===== config.mk =====
export PLATFORM = sky130hd
export DESIGN_NAME = counter_nbit_updown_mod_flat
export DESIGN_NICKNAME = d
export VERILOG_FILES = /design/src/rtl/counter_nbit_updown_mod_pkg.sv /design/src/rtl/counter_nbit_updown_mod_if.sv /design/src/rtl/counter_nbit_updown_mod_bound_detect.sv /design/src/rtl/counter_nbit_updown_mod.sv /design/src/flat_wrapper.sv
export SDC_FILE = /design/constraint.sdc
export NUM_CORES = 1
export LEC_CHECK = 0
export CAP_MARGIN = 20
export CORE_AREA = 2 2 39 41
export CTS_CLUSTER_SIZE = 24
export DETAILED_ROUTE_END_ITERATION = 16
export DIE_AREA = 0 0 41 43
export SLEW_MARGIN = 5
export SYNTH_ARGS = -nofsm -noshare
export SYNTH_HDL_FRONTEND = slang
export SYNTH_SLANG_ARGS = --single-unit

===== constraint.sdc =====
create_clock -name clock -period 2.1 [get_ports clock]
set_clock_uncertainty 0.15 [all_clocks]
set_input_delay 0.21 -clock clock [delete_from_list [all_inputs] [get_ports clock]]
set_output_delay 0.21 -clock clock [all_outputs]
set_load 0.05 [all_outputs]

===== src/rtl/counter_nbit_updown_mod_pkg.sv =====
// Shared definitions for the counter family: direction encoding and load clamping.
package counter_pkg;

  typedef enum logic {CNT_DOWN = 1'b0, CNT_UP = 1'b1} cnt_dir_e;

  localparam int unsigned CNT_MAX_WIDTH = 32;

  // Callers zero-extend their operands to 32 bits and truncate the result back.
  function automatic logic [31:0] clamp_load(input logic [31:0] val, input logic [31:0] max);
    return (val > max) ? max : val;
  endfunction

endpackage


===== src/rtl/counter_nbit_updown_mod_if.sv =====
// Control/status bundle for the up/down modulo counter.
interface counter_nbit_updown_mod_if #(
  parameter int WIDTH = 3
);
  logic             en;
  logic             up_dn;
  logic             load;
  logic [WIDTH-1:0] load_val;
  logic [WIDTH-1:0] Q;
  logic             tc;
  logic             wrap;

  modport master (
    output en, up_dn, load, load_val,
    input  Q, tc, wrap
  );

  modport slave (
    input  en, up_dn, load, load_val,
    output Q, tc, wrap
  );
endinterface


===== src/rtl/counter_nbit_updown_mod_bound_detect.sv =====
// Combinational boundary detection for a 0..MAX_VAL counter; tc follows direction.
module counter_bound_detect #(
  parameter int               WIDTH   = 3,
  parameter logic [WIDTH-1:0] MAX_VAL = {WIDTH{1'b1}}
) (
  input  logic [WIDTH-1:0] q,
  input  logic             up_dn,
  output logic             at_max,
  output logic             at_zero,
  output logic             tc
);

  assign at_max  = (q == MAX_VAL);
  assign at_zero = (q == '0);
  assign tc      = up_dn ? at_max : at_zero;

endmodule


===== src/rtl/counter_nbit_updown_mod.sv =====
// Runtime-direction modulo (MAX_VAL+1) up/down counter with clamped parallel load.
// Optional macro COUNTER_SATURATE_EN: hold at the boundaries instead of wrapping.
module counter_nbit_updown_mod
  import counter_pkg::*;
#(
  parameter int               WIDTH    = 3,
  parameter logic [WIDTH-1:0] MAX_VAL  = {WIDTH{1'b1}},
  parameter logic [WIDTH-1:0] INIT_VAL = '0
) (
  input logic                       clock,
  input logic                       resetn,
  counter_nbit_updown_mod_if.slave  cnt
);

  if (WIDTH < 1 || WIDTH > CNT_MAX_WIDTH) begin : g_bad_width
    $error("counter_nbit_updown_mod: WIDTH out of range");
  end
  if (MAX_VAL == '0 || INIT_VAL > MAX_VAL) begin : g_bad_range
    $error("counter_nbit_updown_mod: MAX_VAL/INIT_VAL out of range");
  end

  logic [WIDTH-1:0] q_r;
  logic [WIDTH-1:0] q_nxt;
  logic [WIDTH-1:0] q_load;
  logic             wrap_r;
  logic             wrap_nxt;
  logic             at_max;
  logic             at_zero;
  cnt_dir_e         dir;

  assign dir    = cnt_dir_e'(cnt.up_dn);
  assign q_load = WIDTH'(clamp_load(32'(cnt.load_val), 32'(MAX_VAL)));

  counter_bound_detect #(
    .WIDTH   (WIDTH),
    .MAX_VAL (MAX_VAL)
  ) u_bound (
    .q       (q_r),
    .up_dn   (cnt.up_dn),
    .at_max  (at_max),
    .at_zero (at_zero),
    .tc      (cnt.tc)
  );

  always_comb begin
    q_nxt    = q_r;
    wrap_nxt = 1'b0;
    if (cnt.load) begin
      q_nxt = q_load;
    end else if (cnt.en) begin
      if (dir == CNT_UP) begin
        if (at_max) begin
`ifdef COUNTER_SATURATE_EN
          q_nxt    = q_r;
`else
          q_nxt    = '0;
          wrap_nxt = 1'b1;
`endif
        end else begin
          q_nxt = q_r + WIDTH'(1);
        end
      end else begin
        if (at_zero) begin
`ifdef COUNTER_SATURATE_EN
          q_nxt    = q_r;
`else
          q_nxt    = MAX_VAL;
          wrap_nxt = 1'b1;
`endif
        end else begin
          q_nxt = q_r - WIDTH'(1);
        end
      end
    end
  end

  always_ff @(posedge clock or negedge resetn) begin
    if (!resetn) begin
      q_r    <= INIT_VAL;
      wrap_r <= 1'b0;
    end else begin
      q_r    <= q_nxt;
      wrap_r <= wrap_nxt;
    end
  end

  assign cnt.Q    = q_r;
  assign cnt.wrap = wrap_r;

endmodule

===== src/flat_wrapper.sv =====
// flat-port wrapper written by rule: the top's interface ports become plain ports
module counter_nbit_updown_mod_flat import counter_pkg::*;
#(
  parameter int               WIDTH    = 3,
  parameter logic [WIDTH-1:0] MAX_VAL  = {WIDTH{1'b1}},
  parameter logic [WIDTH-1:0] INIT_VAL = '0
)
  (clock, resetn, cnt_en, cnt_up_dn, cnt_load, cnt_load_val, cnt_Q, cnt_tc, cnt_wrap);
  counter_nbit_updown_mod_if #(.WIDTH(WIDTH)) cnt_i ();
  input logic clock;
  input logic resetn;
  input wire logic [$bits(cnt_i.en)-1:0] cnt_en;
  input wire logic [$bits(cnt_i.up_dn)-1:0] cnt_up_dn;
  input wire logic [$bits(cnt_i.load)-1:0] cnt_load;
  input wire logic [$bits(cnt_i.load_val)-1:0] cnt_load_val;
  output wire logic [$bits(cnt_i.Q)-1:0] cnt_Q;
  output wire logic [$bits(cnt_i.tc)-1:0] cnt_tc;
  output wire logic [$bits(cnt_i.wrap)-1:0] cnt_wrap;
  assign cnt_i.en = cnt_en;
  assign cnt_i.up_dn = cnt_up_dn;
  assign cnt_i.load = cnt_load;
  assign cnt_i.load_val = cnt_load_val;
  assign cnt_Q = cnt_i.Q;
  assign cnt_tc = cnt_i.tc;
  assign cnt_wrap = cnt_i.wrap;
  counter_nbit_updown_mod #(.WIDTH(WIDTH), .MAX_VAL(MAX_VAL), .INIT_VAL(INIT_VAL)) u_core (.clock(clock), .resetn(resetn), .cnt(cnt_i));
endmodule

### After elaboration in Yosys (flattened, before gate mapping)

Index checks and enable logic that the tools add are counted.

| storage, ports and cells | value |
|---|---|
| bits in registers | 4 |
| bits of input ports | 8 |
| output and inout bits | 5 |

| operators by class | value |
|---|---|
| $add $sub $neg | 2 |
| eq/ne operators | 1 |
| multiplexer cells | 11 |
| reductions and logical operators | 2 |

Operators by type and width:

| kind | number |
|---|---|
| 3-bit two-way mux | 5 |
| 1-bit two-way mux | 6 |
| 3-bit by 1-bit adder with 3-bit output (second input constant) | 1 |
| 3-bit equality test (second input constant) | 1 |
| 3-bit logical NOT | 1 |
| 3-bit by 1-bit subtractor with 3-bit output (second input constant) | 1 |
| 2-bit nonzero test | 1 |

### Logic depth before layout (Yosys ltp)

| logic depth | value |
|---|---|
| depth in word-level cells | 5 |
| mapped depth | 5 |
| depth with buffers taken out | 5 |

### Cells and area by module

From an unflattened synthesis, not the netlist that was laid out.

| second synthesis, totals | value |
|---|---|
| cells, all modules | 33 |
| area total of the unflattened synthesis | 307.8 um^2 |

Modules (own cells, without submodules):

| module | instances | cells each | area each (um^2) |
|---|---|---|---|
| counter_nbit_updown_mod | 1 | 30 | 275.3 |
| counter_bound_detect | 1 | 3 | 32.5 |

### Worst setup path after synthesis

OpenSTA, ideal clock, no wires.

| timing path | value |
|---|---|
| path kind | reg-to-reg |
| start | register u_core.q_r[0] (netlist: u_core.cnt.Q[0]) |
| end | register u_core.wrap_r (netlist: u_core.cnt.wrap) |
| library setup time | 71 ps |
| arrival | 2,368 ps |
| data required time | 1,879 ps |
| setup slack | -489 ps |
| stages on the path, launching flop included | 6 |
| clock period less this slack | 2,589 ps |
| path through | dfrtp_1 > inv_1 > ha_1 > nand2b_4 > o21ai_0 > and2b_1 |

| on the way | value |
|---|---|
| word-level cells in the longest chain between the ends | 5 |
| elaborated cells on any way between the ends | 7 |
| those cells by class | eq/ne: 1; mux: 5; reduce/logical: 1 |

Ends and longest elaborated chain:

| element | line | text |
|---|---|---|
| start: declaration | counter_nbit_updown_mod.sv:22 | `logic [WIDTH-1:0] q_r;` |
| start signal: assignment | counter_nbit_updown_mod.sv:82 | `q_r <= q_nxt;` |
| 3-bit equality test or 3-bit logical NOT (tied branches) | counter_nbit_updown_mod_bound_detect.sv:13, counter_nbit_updown_mod_bound_detect.sv:14 |  |
| 1-bit two-way mux (on tied branches) | counter_nbit_updown_mod.sv:52, counter_nbit_updown_mod.sv:63 |  |
| 1-bit two-way mux (*) | counter_nbit_updown_mod.sv:51 | `if (dir == CNT_UP) begin` |
| 1-bit two-way mux (*) | counter_nbit_updown_mod.sv:50 | `end else if (cnt.en) begin` |
| 1-bit two-way mux (*) | counter_nbit_updown_mod.sv:48 | `if (cnt.load) begin` |
| via u_core.wrap_nxt | counter_nbit_updown_mod.sv:26 | `logic wrap_nxt;` |
| end signal: assignment | counter_nbit_updown_mod.sv:83 | `wrap_r <= wrap_nxt;` |
| end: declaration | counter_nbit_updown_mod.sv:25 | `logic wrap_r;` |

The timed path passes the listed nets; every way through them passes the cells marked *.
A chain may end at the register's enable or synchronous reset.

### Worst setup path after layout

| timing path | value |
|---|---|
| start | register u_core.q_r[0] (netlist: u_core.cnt.Q[0]) |
| end | output cnt_Q[0] |

RTL lines:

| element | line | text |
|---|---|---|
| end: declaration | flat_wrapper.sv:16 | `output wire logic [$bits(cnt_i.Q)-1:0] cnt_Q;` |

No word-level cell between the ends.

==> summary.txt <==
Status
  • Status: complete, no violations

Synthesis
  • Post-Synthesis Cells: 33
  • Netlist Area Pre-Place: 310 µm²
  • Yosys reg bits: 4
  • Synth area leaders: dfrtp_1, ha_1, a21oi_1, a221oi_2, nand2b_4
  • Syn_nets: 45
  • Synth unique cells: 19
  • Sequential area share after synthesis: 32.3%
  • Total number of yosys warnings: 0
  • Synth top area share: 32.3%
  • Synth area leader: dfrtp_1
  • Avg Inst Size Synth: 9.40 µm²

Global routing
  • Largest net degree at the start of global routing: 8
  • Total GRT Usage: 11.4%
  • First-pass GRT wire length: 1.23 mm
  • Gr ovfl total: 0
  • Initial antenna violation count: 0
  • Vias in the first global route: 307

Critical path
  • Startpoint types: flop
  • Worst Reg-to-Reg Cells: 5
  • Delay of the slowest critical-path stage: 0.84 ns
  • Worst-path maximum fanout: 6
  • Crit path depth: 1
  • Crit path kind: reg2out
  • Crit-path leading delay family: buffers and inverters
  • Worst EP arrival: 1.54 ns
  • Cell-by-cell listing of the critical path: clkdlybuf4s50_1
  • Critical path buffer and inverter count: 1
  • Slowest CP cell: clkdlybuf4s50_1
  • WP data required: 1.74 ns
  • Critical Path Sink Type: output pin

Timing
  • Setup violations, final: 0
  • RSZ-0062 raised after global routing: no
  • Worst hold slack: 0.0312 ns
  • Period minus WS final: 1.90 ns
  • Slew Viols, Final: 0
  • Period utilization: 90.4%
  • Worst Tran Pin Value: 0.493 ns
  • Max Clk Rate: 0.527 GHz
  • Fin Setup TNS: 0 ns
  • Hold Vio Cnt, Final: 0
  • Relative slew slack: 67.0%

Route
  • 1st-iter DRT viols: 9
  • DRC viols: 0
  • Final WL: 717 µm
  • Via count: 307
  • Router iterations before antenna repair: 3
  • Avg WL per Cell: 11.2 µm
  • Post-route ant nets: 0
  • Post-DR vias/cell: 4.80

Clock network
  • Num CTS Buffers: 3
  • Clock Sinks: 4
  • Clk slew on worst S/H paths: 0.04 ns
  • CTS H-tree depth: 1
  • Post_cts resized: 0
  • Cts hold-fix bufs: 0
  • Setup Fix Bufs, Post-CTS: 0
  • TritonCTS clock tree: built
  • Clk Latency, worst-skew pair: 0.24 ns
  • Root buf cell: clkbuf_4
  • Longest Clk Path Bufs: 2

Cells and area
  • Filler Cells Inserted: 153
  • Diodes inserted: 0
  • Multi-input logic area: 203 µm²
  • Final design utilization: 35.2%
  • Layout area overhead: 56.9%
  • Layout cells sized above 1: 16.7%
  • Post-route design area: 487 µm²
  • Total Nets Final: 62
  • FF/Latch Area: 100 µm²

Power
  • Leak Pwr: 0.220 nW
  • Combinational power share: 41.4%
  • Net Sw Frac: 36.7%
  • NetSw: 0.123 mW
  • Int Pwr: 0.212 mW
  • Pwr dens: 688 nW/µm²
  • VDD IR max: 263 µV
  • Clock network fraction of design power: 29.9%
  • Flop pwr share: 28.7%
  • Total power: 0.335 mW

Floorplanning
  • Die area: 1760 µm²
  • FP Rows: 14
  • Placeable core area: 1380 µm²
  • Top Ports: 13
  • Initial Util: 22.4%
  • Die span in y: 43 µm
  • Die Span X: 41 µm

Place
  • Routability Congestion: 0.776
  • DP HPWL: 551 µm
  • Area after DPL: 464 µm²
  • IO Port Bufs: 12

Job
  • Max_cap viols: 0

Hold path
  • Worst min path class: in2async
[final timing paths]
kind	to	startpoint	slack (ns)
hold / removal	u_core.cnt.Q[0]	resetn	0.03
setup reg to reg	u_core.cnt.Q[2]	u_core.cnt.Q[0]	0.46
min in group clock	u_core.cnt.Q[1]	cnt_load_val[1]	0.44
setup / recovery	cnt_Q[0]	u_core.cnt.Q[0]	0.20
max in group asynchronous	u_core.cnt.Q[2]	resetn	1.58
hold reg to reg	u_core.cnt.Q[0]	u_core.cnt.Q[0]	0.57
[state kept, by name, summed over array words and instances (netlist names)]
name / cells
u_core.cnt.Q: 3
u_core.cnt.wrap: 1
[layer usage]
metal	track usage (%)	up-vias	part of all wire, %
met1	13.1	145	42
met2	14.4	11	50
met5	0	-	0
met4	12.0	0	3.6
li1	-	148	-
met3	4.71	3	3.8
[Yosys cell counts]
cell type,n
nor3b_1,1
dfrtp_1,4
nor2b_1,2
a211o_1,1
nand2b_1,1
inv_1,3
nand2b_2,1
nand2_1,2
ha_1,4
o31a_1,1
a221oi_2,1
and2b_1,1
nor2_1,1
or3_1,1
nand2b_4,1
nor3_1,2
o31ai_1,1
o21ai_0,1
a21oi_1,4
[layout by cell type (no fill, tap or decap), drive strengths merged, types with 2 or more instances in the layout]
cell type and instances:
clkbuf 3, dfrtp 4, nand2b 3, inv 3
ha 4, nor2b 2, a21oi 4, clkdlybuf4s50 11
nor3 2, nand2 2
[area by class of cell]
cell class / instances / share of cell area [%]
clock buffers: 3 / 4.63
inverters: 3 / 2.31
multi-input cells: 26 / 41.6
flip-flops and latches: 4 / 20.6
well taps: 16 / 4.11
repair buffers: 12 / 26.7
[metrics by stage]
stage	setup WS, ns	cells
detailed placement	0.472	61
floorplan	0.221	33
global route	0.140	64
finish	0.201	64
global placement	0.448	61
CTS	0.199	64
[logic make-up after synthesis]
logic type	count (synthesis)	share of synthesized area, %
adders and majority gates	4	16.1
AOI/OAI and AO/OA	9	21.0
buffers and inverters	3	3.63
and+or+nand+nor	13	27.0
DFF	4	32.3
[power by group through the flow]
stage / registers (mW) / clock network (mW) / logic (mW)
2_1_floorplan: 0.123 / 0 / 0.0590
3_3_place_gp: 0.0977 / 0 / 0.140
3_5_place_dp: 0.0974 / 0 / 0.139
4_1_cts: 0.0967 / 0.0998 / 0.140
5_1_grt: 0.0979 / 0.115 / 0.150
6_report: 0.0960 / 0.100 / 0.139
Note: power is estimated with default switching activity, not from simulation.
